## config.mk

```make
export PLATFORM = sky130hd
export DESIGN_NAME = uart_rx
export DESIGN_NICKNAME = d
export VERILOG_FILES = /design/src/rtl/uart_rx.sv
export SDC_FILE = /design/constraint.sdc
export NUM_CORES = 1
export LEC_CHECK = 0
export ABC_AREA = 1
export CORE_MARGIN = 2
export CORE_UTILIZATION = 59
export DETAILED_ROUTE_END_ITERATION = 16
export PLACE_DENSITY = 0.82
export SYNTH_ARGS = -nofsm -noshare
export SYNTH_HDL_FRONTEND = slang
export SYNTH_SLANG_ARGS = --single-unit
```

## constraint.sdc

```tcl
create_clock -name clk_core -period 3.34 [get_ports clk_core]
set_clock_uncertainty 0.15 [all_clocks]
set_input_delay 0.668 -clock clk_core [delete_from_list [all_inputs] [get_ports clk_core]]
set_output_delay 0.668 -clock clk_core [all_outputs]
set_load 0.005 [all_outputs]
```

## src/rtl/uart_rx.sv

```systemverilog
`default_nettype none
// ============================================================================
// Module   : uart_rx
// Brief    : 8N1 serial receiver with a two-flop input synchronizer, a
//            one-entry holding register and sticky frame/overrun flags.
//            Optional macro UART_RX_MAJORITY_EN selects 2-of-3 majority
//            sampling around each bit decision.
// Revision : 1.0 - initial release
// ============================================================================
module uart_rx #(
  parameter int CLKS_PER_BIT = 217,
  parameter int CNT_W        = $clog2(CLKS_PER_BIT)
) (
  input  logic       clk_core,
  input  logic       reset,
  input  logic       rx,
  output logic [7:0] rx_data,
  output logic       rx_valid,
  input  logic       rx_read,
  input  logic       err_clear,
  output logic       frame_err,
  output logic       overrun,
  output logic       busy
);

  localparam logic [2:0] S_IDLE  = 3'd0;
  localparam logic [2:0] S_START = 3'd1;
  localparam logic [2:0] S_DATA  = 3'd2;
  localparam logic [2:0] S_STOP  = 3'd3;
  localparam logic [2:0] S_BREAK = 3'd4;

  localparam logic [CNT_W-1:0] c_half = CNT_W'(CLKS_PER_BIT / 2 - 1);
  localparam logic [CNT_W-1:0] c_full = CNT_W'(CLKS_PER_BIT - 1);

  logic             r_sync1;
  logic             r_rxs;
  logic [2:0]       r_state;
  logic [CNT_W-1:0] r_cnt;
  logic [2:0]       r_idx;
  logic [7:0]       r_shift;
  logic [7:0]       r_rx_data;
  logic             r_rx_valid;
  logic             r_frame_err;
  logic             r_overrun;

  logic             w_tick;
  logic             w_sample;
  logic             w_stop_tick;
  logic             w_deliver;
  logic             w_lost;
  logic             w_ferr;

  always_ff @(posedge clk_core) begin
    if (reset) begin
      r_sync1 <= 1'b1;
      r_rxs   <= 1'b1;
    end else begin
      r_sync1 <= rx;
      r_rxs   <= r_sync1;
    end
  end

  assign w_tick = (r_cnt == '0);

`ifdef UART_RX_MAJORITY_EN
  // The two earlier samples are taken on the cycles just before the tick.
  logic r_smp2;
  logic r_smp1;

  always_ff @(posedge clk_core) begin
    if (reset) begin
      r_smp2 <= 1'b1;
      r_smp1 <= 1'b1;
    end else begin
      if (r_cnt == CNT_W'(2)) r_smp2 <= r_rxs;
      if (r_cnt == CNT_W'(1)) r_smp1 <= r_rxs;
    end
  end

  assign w_sample = (r_smp2 & r_smp1) | (r_smp2 & r_rxs) | (r_smp1 & r_rxs);
`else
  assign w_sample = r_rxs;
`endif

  assign w_stop_tick = (r_state == S_STOP) && w_tick;
  assign w_deliver   = w_stop_tick && w_sample && (!r_rx_valid || rx_read);
  assign w_lost      = w_stop_tick && w_sample && r_rx_valid && !rx_read;
  assign w_ferr      = w_stop_tick && !w_sample;

  always_ff @(posedge clk_core) begin
    if (reset) begin
      r_state <= S_IDLE;
      r_cnt   <= '0;
      r_idx   <= 3'd0;
      r_shift <= 8'h00;
    end else begin
      if (!w_tick) r_cnt <= r_cnt - CNT_W'(1);
      case (r_state)
        S_IDLE: begin
          if (!r_rxs) begin
            r_state <= S_START;
            r_cnt   <= c_half;
          end
        end
        S_START: begin
          if (w_tick) begin
            if (!w_sample) begin
              r_state <= S_DATA;
              r_cnt   <= c_full;
              r_idx   <= 3'd0;
            end else begin
              r_state <= S_IDLE;
            end
          end
        end
        S_DATA: begin
          if (w_tick) begin
            r_shift <= {w_sample, r_shift[7:1]};
            r_idx   <= r_idx + 3'd1;
            r_cnt   <= c_full;
            if (r_idx == 3'd7) r_state <= S_STOP;
          end
        end
        S_STOP: begin
          // Leaving at mid-stop-bit keeps a back-to-back start edge visible.
          if (w_tick) r_state <= w_sample ? S_IDLE : S_BREAK;
        end
        S_BREAK: begin
          if (r_rxs) r_state <= S_IDLE;
        end
        default: r_state <= S_IDLE;
      endcase
    end
  end

  always_ff @(posedge clk_core) begin
    if (reset) begin
      r_rx_data   <= 8'h00;
      r_rx_valid  <= 1'b0;
      r_frame_err <= 1'b0;
      r_overrun   <= 1'b0;
    end else begin
      if (w_deliver) begin
        r_rx_data  <= r_shift;
        r_rx_valid <= 1'b1;
      end else if (rx_read) begin
        r_rx_valid <= 1'b0;
      end
      // A flag being set outranks a clear in the same cycle.
      if (w_ferr)         r_frame_err <= 1'b1;
      else if (err_clear) r_frame_err <= 1'b0;
      if (w_lost)         r_overrun   <= 1'b1;
      else if (err_clear) r_overrun   <= 1'b0;
    end
  end

  assign rx_data   = r_rx_data;
  assign rx_valid  = r_rx_valid;
  assign frame_err = r_frame_err;
  assign overrun   = r_overrun;
  assign busy      = (r_state != S_IDLE);

endmodule
`default_nettype wire

```

==> results of run 1 <==
-- worst max-delay path: cells and delay by family (launching register included) --
| family | cells | cell delay (ns) |
|---|---|---|
| buf+inv | 1 | 0.52 |
| flops | 1 | 0.43 |
| simple gates | 2 | 0.24 |
-- kinds of logic (layout without fill, tap and decap cells) --
group / count (synthesis) / count (layout) / synth area share [%]
buffers and inverters: 32 / 50 / 8.41
xor gates and xnor gates: 4 / 4 / 2.14
adders and majority gates: 4 / 4 / 3.06
DFF: 35 / 35 / 42.8
AOI/OAI and AO/OA: 43 / 43 / 13.1
and+or+nand+nor: 105 / 105 / 30.4
-- cell usage in the layout (no fill, tap or decap), types with 2 or more instances in the layout --
cell,n
nand3_1,17
xor2_1,2
o21ai_0,14
nor2_1,29
a21oi_1,26
o21ai_1,3
inv_1,23
clkdlybuf4s50_1,16
ha_1,4
inv_2,2
dfxtp_1,35
nand2_2,2
xnor2_1,2
nor2_2,3
or2_2,4
clkbuf_4,5
nor2_4,2
clkinvlp_4,2
nand2_1,41
-- power breakdown --
part           internal, µW  switching [µW]  leakage [µW]
logic                   275             426      0.000484
registers               495            66.8      0.000285
clock network          80.3             145     0.0000272
-- stage by stage --
step	cell area (µm²)	utilization, %	hold WS (ns)	total power [µW]	worst slack, ns
CTS	1860	69.1	0.307	1510	0.972
finish	1860	69.1	0.298	1490	0.981
global route	1860	69.1	0.329	1650	0.881
detailed placement	1800	67.0	0.250	1280	1.20
global placement	1800	67.0	0.244	1260	1.25
floorplan	1640	-	0.239	1160	1.62
-- registers in the layout, summed over array words and instances, names as in the netlist, 3 cells and up --
register,flops
r_shift,8
rx_data,8
r_cnt,8
r_idx,3
r_state,3
-- area by class of cell --
type | count | area (µm²)
multi-input combinational | 156 | 798
fill | 238 | 830
clock inverter | 3 | 20.0
inverter | 25 | 93.8
tap | 31 | 38.8
sequential | 35 | 701
clock buffer | 5 | 37.5
timing repair buffer | 17 | 168
-- metal layers --
layer / vias to the layer above / part of all wire, % / global-route usage (%)
met1: 623 / 44 / 25.3
li1: 754 / - / -
met5: - / 0 / 0
met3: 7 / 3.1 / 6.22
met4: 0 / 2.0 / 12.6
met2: 19 / 51 / 36.5
-- worst max path at each step --
stage / startpoint / endpoint / slack, ns / cells after the start
CTS: r_state[0] / busy / 0.97 / 3
floorplan: r_cnt[0] / r_cnt[0] / 1.62 / 9
global placement: rx_read / rx_data[2] / 1.25 / 5
finish: r_state[0] / busy / 0.98 / 3
global route: r_state[1] / busy / 0.88 / 3
detailed placement: rx_read / rx_data[0] / 1.20 / 5
-- cells in the mapped netlist --
master	number
nand2_1	41
dfxtp_1	35
nor2_1	29
a21oi_1	26
inv_1	23
nand3_1	17
o21ai_0	14
ha_1	4
or2_2	4
clkbuf_1	3
nor2_2	3
o21ai_1	3
buf_2	2
buf_6	2
inv_2	2
nand2_2	2
nor2_4	2
xnor2_1	2
xor2_1	2
nand2_4	1
nand3b_1	1
nand4_1	1
nand4_2	1
nor2_8	1
nor3b_1	1
nor4_1	1
==> results.sh, run 1 <==
export IMPL_cts_tree="yes"
export IMPL_fin_cells=272
export IMPL_syn_cell_area_um2=1640
export IMPL_crit_fanout=6
export IMPL_place_congestion=0.854
export IMPL_die_y_um=56.7
export IMPL_yosysSeqAreaShare_pct=42.8
export IMPL_synth_cell_type_count=26
export IMPL_peakVddDrop_mv=0.554
export IMPL_ant_nets=0
export IMPL_clock_sinks=35
export IMPL_min_from="r_sync1"
export IMPL_drive_gt1_share_pct=10.4
export IMPL_fp_coreArea_um2=2690
export IMPL_start_util_pct=60.9
export IMPL_dieArea_um2=3210
export IMPL_cts_path_max_buffers=2
export IMPL_diodes=0
export IMPL_grt_usage_pct=22.1
export IMPL_wl_per_cell_um=11.0
export IMPL_cts_root_buffer="clkbuf_4"
export IMPL_placedCellCount=264
export IMPL_cp_slowest_cell="clkdlybuf4s50_1"
export IMPL_cts_resized_gates=0
export IMPL_antenna_found_initial=0
export IMPL_ys_seq_elements=35
export IMPL_setup_violations_final=0
export IMPL_endpoint_kind="output pin"
export IMPL_period_share_pct=70.6
export IMPL_whs_path_depth=1
export IMPL_num_vias=1403
export IMPL_rsz0062_at_grt="no"
export IMPL_worst_pin_slew_ns=0.359
export IMPL_grt_overflow=0
export IMPL_hpwl_um=2200
export IMPL_hold_path_class="reg -> reg"
export IMPL_max_cap_violations=0
export IMPL_outcome="completed"
export IMPL_syn2layout_area_growth_pct=13.5
export IMPL_first_pass_iters=5
export IMPL_reg2reg_setup_slack_ns=1.43
export IMPL_grt_max_degree=21
export IMPL_cp_data_required_time_ns=2.52
export IMPL_p_leak_uw=0.000797
export IMPL_grt_pass1_wl_um=5430
export IMPL_period_minus_slack_ns=2.36
export IMPL_setup_tns_ns=0
export IMPL_ff2ff_path_depth=8
export IMPL_drt_wl_total_um=3000
export IMPL_cts_buffers=5
export IMPL_hold_path_end="r_rxs"
export IMPL_clock_fmax_mhz=424
export IMPL_drc=0
export IMPL_syn_area_per_cell_um2=7.34
export IMPL_r2r_end="r_shift[6]"
export IMPL_clkTransAtPathRegs_ns=0.12
export IMPL_crit_type="reg -> out"
export IMPL_synth_area_leaders="dfxtp_1 (43%), nand2_1 (9.4%), a21oi_1 (8.0%)"
export IMPL_clkLatencyLatePin_ns=0.34
export IMPL_ys_warn_count=0
export IMPL_final_nets=249
export IMPL_cts_hold_buffers=0
export IMPL_cts_setup_buffers=0
export IMPL_r2r_start="r_cnt[0]"
export IMPL_p_per_area_nw_per_um2=802
export IMPL_routed_via_density=5.16
export IMPL_io_pins=17
export IMPL_drv_slew=0
export IMPL_slowest_delay_ns=0.52
export IMPL_rows=19
export IMPL_detail_route_iter0_violations=39
export IMPL_arrival_ns=1.54
export IMPL_syn_num_nets=232
export IMPL_die_w_um=56.7
export IMPL_max_slew_margin_pct=76.0
export IMPL_start_kind="flip-flop"
export IMPL_synth_top_area_share_pct=42.8
export IMPL_crit_chain="nor2_1, nand2_1, clkdlybuf4s50_1"
export IMPL_cts_htree_levels=2
export IMPL_numPortBuffers=16
export IMPL_yosysTopAreaCell="dfxtp_1"
export IMPL_synthCells=223
export IMPL_hold_viol=0
export IMPL_grt_pass1_vias=1293
Note: power is estimated with default switching activity, not from simulation.
==> inputs of run 2 (changes only) <==
CORE_UTILIZATION = 55   (was 59)
PLACE_DENSITY = 0.78   (was 0.82)
clock period = 2.5 ns   (was 3.34 ns; I/O delays follow)
==> run 2 against run 1 <==
  * Die area rose by 6.8%
  * Non-clock buffer count unchanged
  * Clock-buffer cell count stayed put
  * Power is 42% higher
  * Flip-flop and latch count stayed put
  * Via count down 0.57%
  * Routed wire length is 8.6% higher
  * Cell count decreased by 0.37%
  * Utilization fell by 1.7 points
  * Critical path depth is the same
  * Sequential power grew 35%
  * Global-route usage is 0.51 points lower
==> results.sh, run 2 (synthesis gave the netlist of run 1 again) <==
export IMPL_routed_via_density=5.15
export IMPL_max_cap_violations=0
export IMPL_final_nets=249
export IMPL_worst_pin_slew_ns=0.378
export IMPL_reg2reg_setup_slack_ns=0.53
export IMPL_die_w_um=58.6
export IMPL_arrival_ns=1.54
export IMPL_min_from="r_sync1"
export IMPL_crit_chain="nor2_1, nand2_1, clkdlybuf4s50_1"
export IMPL_cts_setup_buffers=0
export IMPL_internal_power_uw=1230
export IMPL_detail_route_iter0_violations=58
export IMPL_drt_wl_total_um=3250
export IMPL_max_slew_margin_pct=74.8
export IMPL_start_util_pct=58.8
export IMPL_period_share_pct=87.7
export IMPL_dieArea_um2=3430
export IMPL_cp_data_required_time_ns=1.85
export IMPL_grt_overflow=0
export IMPL_cts_tree="yes"
export IMPL_endpoint_kind="output pin"
export IMPL_whs_path_depth=1
export IMPL_timing_hold_ws_ns=0.274
export IMPL_ant_nets=0
export IMPL_slowest_delay_ns=0.52
export IMPL_grt_usage_pct=21.6
export IMPL_cts_hold_buffers=0
export IMPL_die_y_um=58.6
export IMPL_multi_input_area_um2=798
export IMPL_final_fill_count=257
export IMPL_drive_gt1_share_pct=10.0
export IMPL_io_pins=17
export IMPL_clkTransAtPathRegs_ns=0.10
export IMPL_seqCellArea_um2=701
export IMPL_pwr_share_comb_pct=45.4
export IMPL_fp_coreArea_um2=2780
export IMPL_r2r_end="r_cnt[0]"
export IMPL_syn2layout_area_growth_pct=14.5
export IMPL_setup_tns_ns=0
export IMPL_hold_path_end="r_rxs"
export IMPL_clock_fmax_mhz=456
export IMPL_diodes=0
export IMPL_cts_resized_gates=0
export IMPL_wl_per_cell_um=12.0
export IMPL_cts_htree_levels=2
export IMPL_drc=0
export IMPL_outcome="completed"
export IMPL_clock_sinks=35
export IMPL_num_vias=1395
export IMPL_layout_commonest_cell="nand2_1"
export IMPL_start_kind="flip-flop"
export IMPL_crit_fanout=6
export IMPL_rsz0062_at_grt="no"
export IMPL_p_leak_uw=0.000807
export IMPL_grt_max_degree=21
export IMPL_finalPower_uw=2120
export IMPL_cts_root_buffer="clkbuf_4"
export IMPL_ff2ff_path_depth=9
export IMPL_grt_pass1_vias=1270
export IMPL_final_core_util_pct=67.4
export IMPL_p_per_area_nw_per_um2=1130
export IMPL_setup_violations_final=0
export IMPL_cts_path_max_buffers=2
export IMPL_antenna_found_initial=0
export IMPL_peakVddDrop_mv=0.900
export IMPL_cp_slowest_cell="clkdlybuf4s50_1"
export IMPL_period_minus_slack_ns=2.19
export IMPL_place_congestion=0.869
export IMPL_clkLatencyLatePin_ns=0.35
export IMPL_rows=19
export IMPL_power_switching_uw=883
export IMPL_grt_pass1_wl_um=5580
export IMPL_switching_share_pct=41.7
export IMPL_numPortBuffers=16
export IMPL_cts_buffers=5
export IMPL_drv_slew=0
export IMPL_r2r_start="r_cnt[0]"
export IMPL_crit_type="reg -> out"
export IMPL_clkPwrFrac_pct=18.9
export IMPL_hold_viol=0
export IMPL_hold_path_class="reg -> reg"
export IMPL_first_pass_iters=4
export IMPL_final_cell_mix="nand2_1 (41), dfxtp_1 (35), nor2_1 (29)"
export IMPL_power_frac_seq_pct=35.7
export IMPL_hpwl_um=2280
run 2: changes by cell type in the layout (fill, tap and decap cells not counted), sizes merged:
cell / before / now
clkinv: 1 / 0
bufinv: 0 / 1
clkinvlp: 2 / 1
run 2: metrics by stage:
| stage | setup slack, ns | cell area, µm² | std cells |
|---|---|---|---|
| final | 0.307 | 1870 | 271 |
| after global routing | 0.201 | 1870 | 271 |
| after CTS | 0.294 | 1870 | 271 |
| after detailed placement | 0.536 | 1800 | 264 |
| after global placement | 0.566 | 1800 | 264 |
| after floorplan | 0.782 | 1640 | 223 |
run 2: worst max-delay path by stage:
stage | start | endpoint | slack [ns] | cells after the start
floorplan | r_cnt[0] | r_cnt[0] | 0.78 | 9
CTS | r_state[0] | busy | 0.29 | 3
global route | r_state[0] | busy | 0.20 | 3
finish | r_state[0] | busy | 0.31 | 3
global placement | rx_read | rx_data[2] | 0.57 | 5
detailed placement | rx_read | rx_data[0] | 0.54 | 5
run 2: metal layers:
| layer | track usage [%] | vias to the layer above | part of all wire, % |
|---|---|---|---|
| li1 | - | 756 | - |
| met1 | 25.2 | 614 | 47 |
| met3 | 7.03 | 8 | 3.6 |
| met2 | 36.3 | 17 | 48 |
| met4 | 8.97 | 0 | 1.8 |
| met5 | 0 | - | 0 |
run 2: power by group through the flow:
stage / Clock (µW) / Combinational (µW) / Sequential (µW)
CTS: 408 / 959 / 755
floorplan: 0 / 800 / 744
finish: 400 / 961 / 757
detailed placement: 0 / 948 / 767
global placement: 0 / 927 / 765
global route: 439 / 1090 / 771
run 2: final cells by class:
| type | instances | area share [%] |
|---|---|---|
| multi-input cells | 156 | 42.6 |
| flip-flops and latches | 35 | 37.4 |
| inverters | 25 | 5.01 |
| repair buffers | 17 | 8.95 |
| clock buffers | 5 | 2.00 |
| clock inverters | 2 | 2.00 |
| well taps | 31 | 2.07 |
run 2: critical path, delay by kind of cell, from the launching register on:
family                 cells  cell delay [ns]
buffers and inverters      1             0.52
DFF                        1             0.44
and+or+nand+nor            2             0.24
